`src/rtl/led_ctrl_input_if.sv`:
```
// Button/control bundle between the board pushbuttons and the LED shifter front end.
// master = button/shifter side, slave = led_ctrl_input.
interface led_ctrl_input_if;
  logic btn_en;
  logic btn_dir;
  logic en;
  logic dir;
  logic step;
  logic dir_chg;

  modport master (output btn_en, btn_dir, input en, dir, step, dir_chg);
  modport slave  (input btn_en, btn_dir, output en, dir, step, dir_chg);
endinterface

```
`src/rtl/led_ctrl_input.sv`:
```
// Debounces the en/dir pushbuttons into toggled control levels and generates the shifter step strobe.
// Optional hold-to-clear on btn_en is compiled in with `define LED_CTRL_HOLD_CLEAR_EN.
module led_ctrl_input #(
  parameter int unsigned DEB_CYCLES  = 16,
  parameter int unsigned TICK_DIV    = 8,
  parameter int unsigned HOLD_CYCLES = 64
) (
  input  logic              clk,
  input  logic              rst,
  led_ctrl_input_if.slave   bus
);

  typedef enum logic [1:0] {IDLE, PRESS_WAIT, HELD, RELEASE_WAIT} deb_state_e;

  localparam int unsigned   CW        = $clog2(DEB_CYCLES) + 1;
  localparam logic [CW-1:0] DEB_LAST  = CW'(DEB_CYCLES - 1);
  localparam int unsigned   TW        = $clog2(TICK_DIV);
  localparam logic [TW-1:0] TICK_LAST = TW'(TICK_DIV - 1);

  if (DEB_CYCLES < 1 || TICK_DIV < 2 || HOLD_CYCLES < 1) begin : g_param_chk
    $error("led_ctrl_input: illegal parameter value");
  end

  logic [1:0]    w_btn;
  logic [1:0]    r_sync0;
  logic [1:0]    r_sync1;
  logic [1:0]    w_press;
  logic          r_en;
  logic          r_dir;
  logic          r_step;
  logic          r_dir_chg;
  logic [TW-1:0] r_tick;
  logic          w_en_nxt;
  logic          w_dir_nxt;
  logic          w_run;

  assign w_btn = {bus.btn_dir, bus.btn_en};

  always_ff @(posedge clk or negedge rst) begin
    if (!rst) begin
      r_sync0 <= '0;
      r_sync1 <= '0;
    end else begin
      r_sync0 <= w_btn;
      r_sync1 <= r_sync0;
    end
  end

  // Bit 0 = btn_en, bit 1 = btn_dir; press fires combinationally on PRESS_WAIT->HELD.
  for (genvar g = 0; g < 2; g++) begin : g_deb
    deb_state_e    r_state;
    deb_state_e    w_state_nxt;
    logic [CW-1:0] r_cnt;
    logic [CW-1:0] w_cnt_nxt;
    logic [CW-1:0] w_cnt_inc;
    logic          w_smp;
    logic          w_press_g;

    assign w_smp     = r_sync1[g];
    assign w_cnt_inc = (r_cnt == '1) ? r_cnt : r_cnt + 1'b1;

    always_ff @(posedge clk or negedge rst) begin
      if (!rst) begin
        r_state <= IDLE;
        r_cnt   <= '0;
      end else begin
        r_state <= w_state_nxt;
        r_cnt   <= w_cnt_nxt;
      end
    end

    always_comb begin
      w_state_nxt = r_state;
      w_cnt_nxt   = r_cnt;
      w_press_g   = 1'b0;
      case (r_state)
        IDLE: begin
          if (w_smp) begin
            w_state_nxt = PRESS_WAIT;
            w_cnt_nxt   = '0;
          end
        end
        PRESS_WAIT: begin
          if (!w_smp) begin
            w_state_nxt = IDLE;
          end else if (r_cnt == DEB_LAST) begin
            w_state_nxt = HELD;
            w_press_g   = 1'b1;
          end else begin
            w_cnt_nxt = w_cnt_inc;
          end
        end
        HELD: begin
          if (!w_smp) begin
            w_state_nxt = RELEASE_WAIT;
            w_cnt_nxt   = '0;
          end
        end
        RELEASE_WAIT: begin
          if (w_smp) begin
            w_state_nxt = HELD;
          end else if (r_cnt == DEB_LAST) begin
            w_state_nxt = IDLE;
          end else begin
            w_cnt_nxt = w_cnt_inc;
          end
        end
        default: w_state_nxt = IDLE;
      endcase
    end

    assign w_press[g] = w_press_g;
  end

`ifdef LED_CTRL_HOLD_CLEAR_EN
  localparam int unsigned   HW        = $clog2(HOLD_CYCLES) + 1;
  localparam logic [HW-1:0] HOLD_LAST = HW'(HOLD_CYCLES - 1);

  logic [HW-1:0] r_hold;
  logic          w_hold_clr;

  // Kept through RELEASE_WAIT bounces and saturating past HOLD_LAST, so the clear fires once per press.
  always_ff @(posedge clk or negedge rst) begin
    if (!rst) begin
      r_hold <= '0;
    end else if (g_deb[0].r_state == HELD) begin
      if (r_hold != '1) r_hold <= r_hold + 1'b1;
    end else if (g_deb[0].r_state != RELEASE_WAIT) begin
      r_hold <= '0;
    end
  end

  assign w_hold_clr = (g_deb[0].r_state == HELD) && (r_hold == HOLD_LAST);

  always_comb begin
    w_en_nxt  = r_en ^ w_press[0];
    w_dir_nxt = r_dir ^ w_press[1];
    if (w_hold_clr) begin
      w_en_nxt  = 1'b0;
      w_dir_nxt = 1'b0;
    end
  end
`else
  always_comb begin
    w_en_nxt  = r_en ^ w_press[0];
    w_dir_nxt = r_dir ^ w_press[1];
  end
`endif

  // Counting needs en both now and next, so a step landing on the en 1->0 edge is dropped.
  assign w_run = r_en & w_en_nxt;

  always_ff @(posedge clk or negedge rst) begin
    if (!rst) begin
      r_en      <= 1'b0;
      r_dir     <= 1'b0;
      r_dir_chg <= 1'b0;
      r_step    <= 1'b0;
      r_tick    <= '0;
    end else begin
      r_en      <= w_en_nxt;
      r_dir     <= w_dir_nxt;
      r_dir_chg <= w_dir_nxt ^ r_dir;
      r_step    <= w_run && (r_tick == TICK_LAST);
      if (!w_run || r_tick == TICK_LAST) r_tick <= '0;
      else                               r_tick <= r_tick + 1'b1;
    end
  end

  assign bus.en      = r_en;
  assign bus.dir     = r_dir;
  assign bus.step    = r_step;
  assign bus.dir_chg = r_dir_chg;

endmodule

```
`src/flat_wrapper.sv`:
```
// flat-port wrapper written by rule: the top's interface ports become plain ports
module led_ctrl_input_flat 
#(
  parameter int unsigned DEB_CYCLES  = 16,
  parameter int unsigned TICK_DIV    = 8,
  parameter int unsigned HOLD_CYCLES = 64
)
  (clk, rst, bus_btn_en, bus_btn_dir, bus_en, bus_dir, bus_step, bus_dir_chg);
  led_ctrl_input_if bus_i ();
  input  logic clk;
  input  logic rst;
  input wire logic [$bits(bus_i.btn_en)-1:0] bus_btn_en;
  input wire logic [$bits(bus_i.btn_dir)-1:0] bus_btn_dir;
  output wire logic [$bits(bus_i.en)-1:0] bus_en;
  output wire logic [$bits(bus_i.dir)-1:0] bus_dir;
  output wire logic [$bits(bus_i.step)-1:0] bus_step;
  output wire logic [$bits(bus_i.dir_chg)-1:0] bus_dir_chg;
  assign bus_i.btn_en = bus_btn_en;
  assign bus_i.btn_dir = bus_btn_dir;
  assign bus_en = bus_i.en;
  assign bus_dir = bus_i.dir;
  assign bus_step = bus_i.step;
  assign bus_dir_chg = bus_i.dir_chg;
  led_ctrl_input #(.DEB_CYCLES(DEB_CYCLES), .TICK_DIV(TICK_DIV), .HOLD_CYCLES(HOLD_CYCLES)) u_core (.clk(clk), .rst(rst), .bus(bus_i));
endmodule
```
`config.mk`:
```
export PLATFORM = sky130hd
export DESIGN_NAME = led_ctrl_input_flat
export DESIGN_NICKNAME = d
export VERILOG_FILES = /design/src/rtl/led_ctrl_input_if.sv /design/src/rtl/led_ctrl_input.sv /design/src/flat_wrapper.sv
export SDC_FILE = /design/constraint.sdc
export NUM_CORES = 1
export LEC_CHECK = 0
export CAP_MARGIN = 20
export CORE_MARGIN = 3
export CORE_UTILIZATION = 60
export DETAILED_ROUTE_END_ITERATION = 16
export PLACE_DENSITY = 0.89
export SKIP_LAST_GASP = 1
export SLEW_MARGIN = 20
export SYNTH_ARGS = -nofsm -noshare
export SYNTH_HDL_FRONTEND = slang
export SYNTH_SLANG_ARGS = --single-unit
export TNS_END_PERCENT = 30
```
`constraint.sdc`:
```
create_clock -name clk -period 4.2 [get_ports clk]
set_clock_uncertainty 0.05 [all_clocks]
set_input_delay 1.26 -clock clk [delete_from_list [all_inputs] [get_ports clk]]
set_output_delay 1.26 -clock clk [all_outputs]
set_load 0.005 [all_outputs]
```
== Word level (Yosys, flattened, before mapping) ==
Index checks and enable logic that the tools add are counted.
Word-level totals
  register bits after elaboration: 25
  bits of input ports: 4
  output and inout port bits: 4
  logic and storage cells: 85
Operators by class
  $add $sub $neg: 3
  eq/ne operators: 23
  multiplexer cells: 35
  bitwise operators: 4
  reduce and logical (&&, ||, !) cells: 9
Operators with widths (count)
  two-way mux 5 bit: 12
  one-hot mux 5 bit (4 select lines): 2
  two-way mux 2 bit: 12
  one-hot mux 2 bit (4 select lines): 2
  AND reduction 4 bit: 4
  adder 5 x 1 -> 5 bit, second input constant: 2
  equality test 5 x 4 -> 1 bit, second input constant: 2
  equality test 5 bit, second input constant: 2
  equality test 2 bit, second input constant: 4
  inequality test 2 x 1 -> 1 bit, second input constant: 4
  inequality test 2 bit, second input constant: 4
  two-way mux 1 bit: 6
  inequality test 3 x 1 -> 1 bit, second input constant: 2
  inequality test 3 bit, second input constant: 2
  equality test 2 x 1 -> 1 bit, second input constant: 2
  logical NOT 2 bit: 2
  adder 3 x 1 -> 3 bit, second input constant: 1
  equality test 3 bit, second input constant: 1
  two-way mux 3 bit: 1
  bitwise XOR 1 bit: 3
  AND 1 bit: 1
  logical AND 1 bit: 1
  logical NOT 1 bit: 1
  logical OR 1 bit: 1

== Depth between registers and ports, before layout ==
  word-level depth: 9
  gate-level depth with buffers: 6
  depth with buffers taken out: 6

== Worst setup path before layout ==
No wires, ideal clock.
  path kind: reg2reg
  start point: register u_core.g_deb[1].r_cnt[0]
  end point: register u_core.g_deb[1].r_cnt[3]
  arrival time: 1.836 ns
  required time: 4.073 ns
  setup slack: 2.237 ns
  cell stages (with the launch flop): 7
  period minus slack after synthesis: 1.963 ns
  cells stage by stage: dfrtp_1 ha_1 and3_1 ha_1 o21a_1 or4_1 a21oi_1
On the way
  longest elaborated chain between the ends: 5
  elaborated cells on any way between the ends: 8
Ends and longest elaborated chain
  start, declared: RTL line led_ctrl_input.sv:53  | logic [CW-1:0] r_cnt;
  start signal, assigned: RTL line led_ctrl_input.sv:68  | r_cnt <= w_cnt_nxt;
  adder 5 x 1 -> 5 bit / equality test 5 bit (equally long branches): RTL line led_ctrl_input.sv:60  | assign w_cnt_inc = (r_cnt == '1) ? r_cnt : r_cnt + 1'b1;
  two-way mux 5 bit: RTL line led_ctrl_input.sv:60
  two-way mux 5 bit (*): RTL line led_ctrl_input.sv:86, led_ctrl_input.sv:102
  two-way mux 5 bit (on tied branches): RTL line led_ctrl_input.sv:100, led_ctrl_input.sv:84
  one-hot mux 5 bit (4 select lines) (*): RTL line led_ctrl_input.sv:76  | case (r_state)
Every way passes the cells marked *; elsewhere a longest branch is shown, timed or not. The select of a mux whose other input is x is not followed.
A chain may end at the register's enable or synchronous reset.

== Worst setup path in the final report ==
  start point: register u_core.r_dir, in the netlist u_core.bus.dir
  end point: output port bus_dir
RTL lines
  start, declared: RTL line led_ctrl_input.sv:29  | logic r_dir;
  start signal, assigned: RTL line led_ctrl_input.sv:162  | r_dir <= w_dir_nxt;
  end, declared: RTL line flat_wrapper.sv:15  | output wire logic [$bits(bus_i.dir)-1:0] bus_dir;
No word-level cell between the ends.

==> impl_results.md <==
* Run status: complete, no violations
* CP max stage delay at 510 ps
* Grt ovf at 0
* Min-Delay Path Depth at 0
* Clk_lat worst skew at 330 ps
* Startpoint types: flip-flop
* Drt wl/cell at 14.5 um
* Vias at 751
* Register area share after synthesis at 0.555
* Hold-fix buffers, CTS at 0
* Fraction of registers with async set or reset after synthesis at 1.00
* Worst-path clk slew at 120 ps
* Diodes inserted at 0
* Post-CTS setup buffer count at 0
* Post-synth cell types at 26
* Placer Congestion at 0.743
* Worst r2r path cells at 6
* RSZ-0062 raised after global routing: no
* Max-cap violations at 0
* Setup TNS at 0 ps
* Port Buf Inserts at 7
* Final Instance Area at 0.00124 mm2
* Initial Util at 0.646
* Synthesized cell area at 0.00113 mm2
* Crit path DAT at 1210 ps
* CP Depth at 1
* Fin util at 0.710
* Vias per cell at 5.73
* Final-layout fill cell count at 114
* WS Path Type: flip-flop to primary output
* Met3 WL post-DR at 101 um
* Period utilisation layout at 0.600
* Final setup viols at 0
* Root Driver: clkbuf_4
* Slew HR at 0.496
* Post-synth top area share at 0.555
* Total Routed Length at 1900 um
* Crit end category: primary output
* DR iter-0 viols at 7
* CTS Buffer Depth at 2
* First-pass GRT wire length at 3170 um
* Post-synth EDFFs at 0
* CP cell instances: clkdlybuf4s50_1
* Die area at 0.00243 mm2
* Final Critical Period at 2520 ps
* Hold Crit Class: flip-flop to flip-flop
* Metal2 WL at 1010 um
* Largest net degree at the start of global routing at 26
* Worst slew pin tran at 751 ps
* Pre-antenna DRT Iters at 4
* Yosys reg bits at 25
* Pwr dens at 318 mW/mm2
* Primary FF master, synth: dfrtp_1
* Post-Syn Nets at 111
* Final net count at 120
* VDD IR-drop max at 0.000256 V
* Final Hold Fails at 0
* Top fanout value on the critical path at 2
* P_leak at 0.000599 uW
* Avg Cell Area, Syn at 11.5 um2
* Cell count after synthesis at 98
* Crit path max-delay family: buffers and inverters
* Die width at 49.3 um
* Area of the multi-input gates at 479 um2
* Design Power at 394 uW
* Chip Height at 49.3 um
* Layout area overhead at 9.99%
* # IOs at 8
* Register area at 626 um2
* Initial antenna violation count at 0
* Number of global-route vias before repair at 704
* Ys Warns at 0
* Core box area at 0.00175 mm2
* Top cells by area, synth: dfrtp_1 55%, ha_1 10%, o21ai_0 5.3%
* Total Routing Usage GR at 0.175
* Final count of pins violating max slew at 0
* Metal-1 WL at 771 um
* Top routing layer in use: met4
* Final ANT Viol Nets at 0
* Placed Area at 0.00122 mm2
* Post-CTS Resized at 0
* HPWL Detailed at 1440 um
* Layout cells sized above 1 at 0.0755
* Site Rows at 15
* Inserted Clock Buffers at 3
* Fmax at 397 MHz
* CTS tree: yes
* CP bufs+invs at 1
* Remaining DRCs at 0
* Cell accounting for the most synthesized area: dfrtp_1
* Clock sink count at 25
* CP required at 2890 ps
* # H-tree levels at 1
* Crit path max-delay cell type: clkdlybuf4s50_1
==> synthesized netlist by cell type, drive strengths merged, types with 3 or more instances <==
cell and n:
nand2b 3, nand2 4, inv 3, ha 9, dfrtp 25, nor3b 3
a21oi 4, nand3 3, clkbuf 3, nor2 4, o21ai 12, o31ai 3
==> where the power goes <==
group          total [uW]  switching [uW]  internal (uW)
Combinational        27.2            15.7           11.4
Sequential            261            10.1            251
Clock                 106            70.7           35.7
==> path summary, 6_finish.rpt <==
| check | from | slack, ps | end |
|---|---|---|---|
| max | u_core.bus.dir | 1680 | bus_dir |
| min | u_core.r_sync0[1] | 310 | u_core.r_sync1[1] |
| max reg2reg | u_core.g_deb[1].r_cnt[0] | 2060 | u_core.g_deb[1].r_cnt[3] |
| min reg2reg | u_core.r_sync0[1] | 310 | u_core.r_sync1[1] |
| max in group asynchronous | rst | 2900 | u_core.r_tick[1] |
| min in group asynchronous | rst | 830 | u_core.g_deb[0].r_cnt[2] |
==> through the flow <==
stage | hold slack [ps] | setup slack [ps] | instances
CTS | 320 | 1660 | 131
detailed placement | 288 | 1580 | 127
floorplan | 281 | 2240 | 98
global route | 324 | 1620 | 131
finish | 315 | 1680 | 131
global placement | 283 | 1590 | 127
==> flip-flops by register name (all words and copies together), names as in the netlist, named ones only <==
signal	flops
u_core.bus.step	1
u_core.r_tick	3
u_core.g_deb.r_cnt	10
u_core.r_sync1	2
u_core.g_deb.r_state	2
u_core.bus.dir_chg	1
u_core.bus.en	1
u_core.r_sync0	2
u_core.bus.dir	1
==> placed cells by master (no fill, tap or decap), types with 2 or more instances in the layout <==
cell type        count
clkbuf_4             3
nor2_1               4
ha_1                 9
inv_1                3
o21ai_0             12
o21a_1               2
clkdlybuf4s50_1      6
xor2_1               2
and3_1               2
or4_1                2
mux2_2               2
a21oi_1              4
o31ai_1              3
xnor2_1              2
nand2_1              4
nand4b_1             2
nor3b_1              3
nand2b_1             3
and3b_1              2
dfrtp_1             25
nand3_1              3
==> routing by layer <==
metal,vias to the layer above,global-route usage
li1,367,-
met1,365,0.227
met2,17,0.281
met3,2,0.0581
met4,0,0.0427
met5,-,0
==> final cells by class <==
cell class              count  share of cell area
flip-flops and latches     25               0.505
multi-input cells          67               0.386
repair buffers              7              0.0525
well taps                  25              0.0252
clock buffers               3              0.0182
inverters                   3             0.00908
clock inverters             1             0.00404
==> kinds of logic (layout without fill, tap and decap cells) <==
| family | Yosys count | after routing | synth area share |
|---|---|---|---|
| compound gates | 22 | 22 | 0.111 |
| xor+xnor | 4 | 4 | 0.0311 |
| fa+ha+maj | 9 | 9 | 0.0999 |
| buf+inv | 6 | 14 | 0.0200 |
| flops | 25 | 25 | 0.555 |
| mux | 3 | 3 | 0.0289 |
| simple gates | 29 | 29 | 0.154 |
Note: power is estimated with default switching activity, not from simulation.
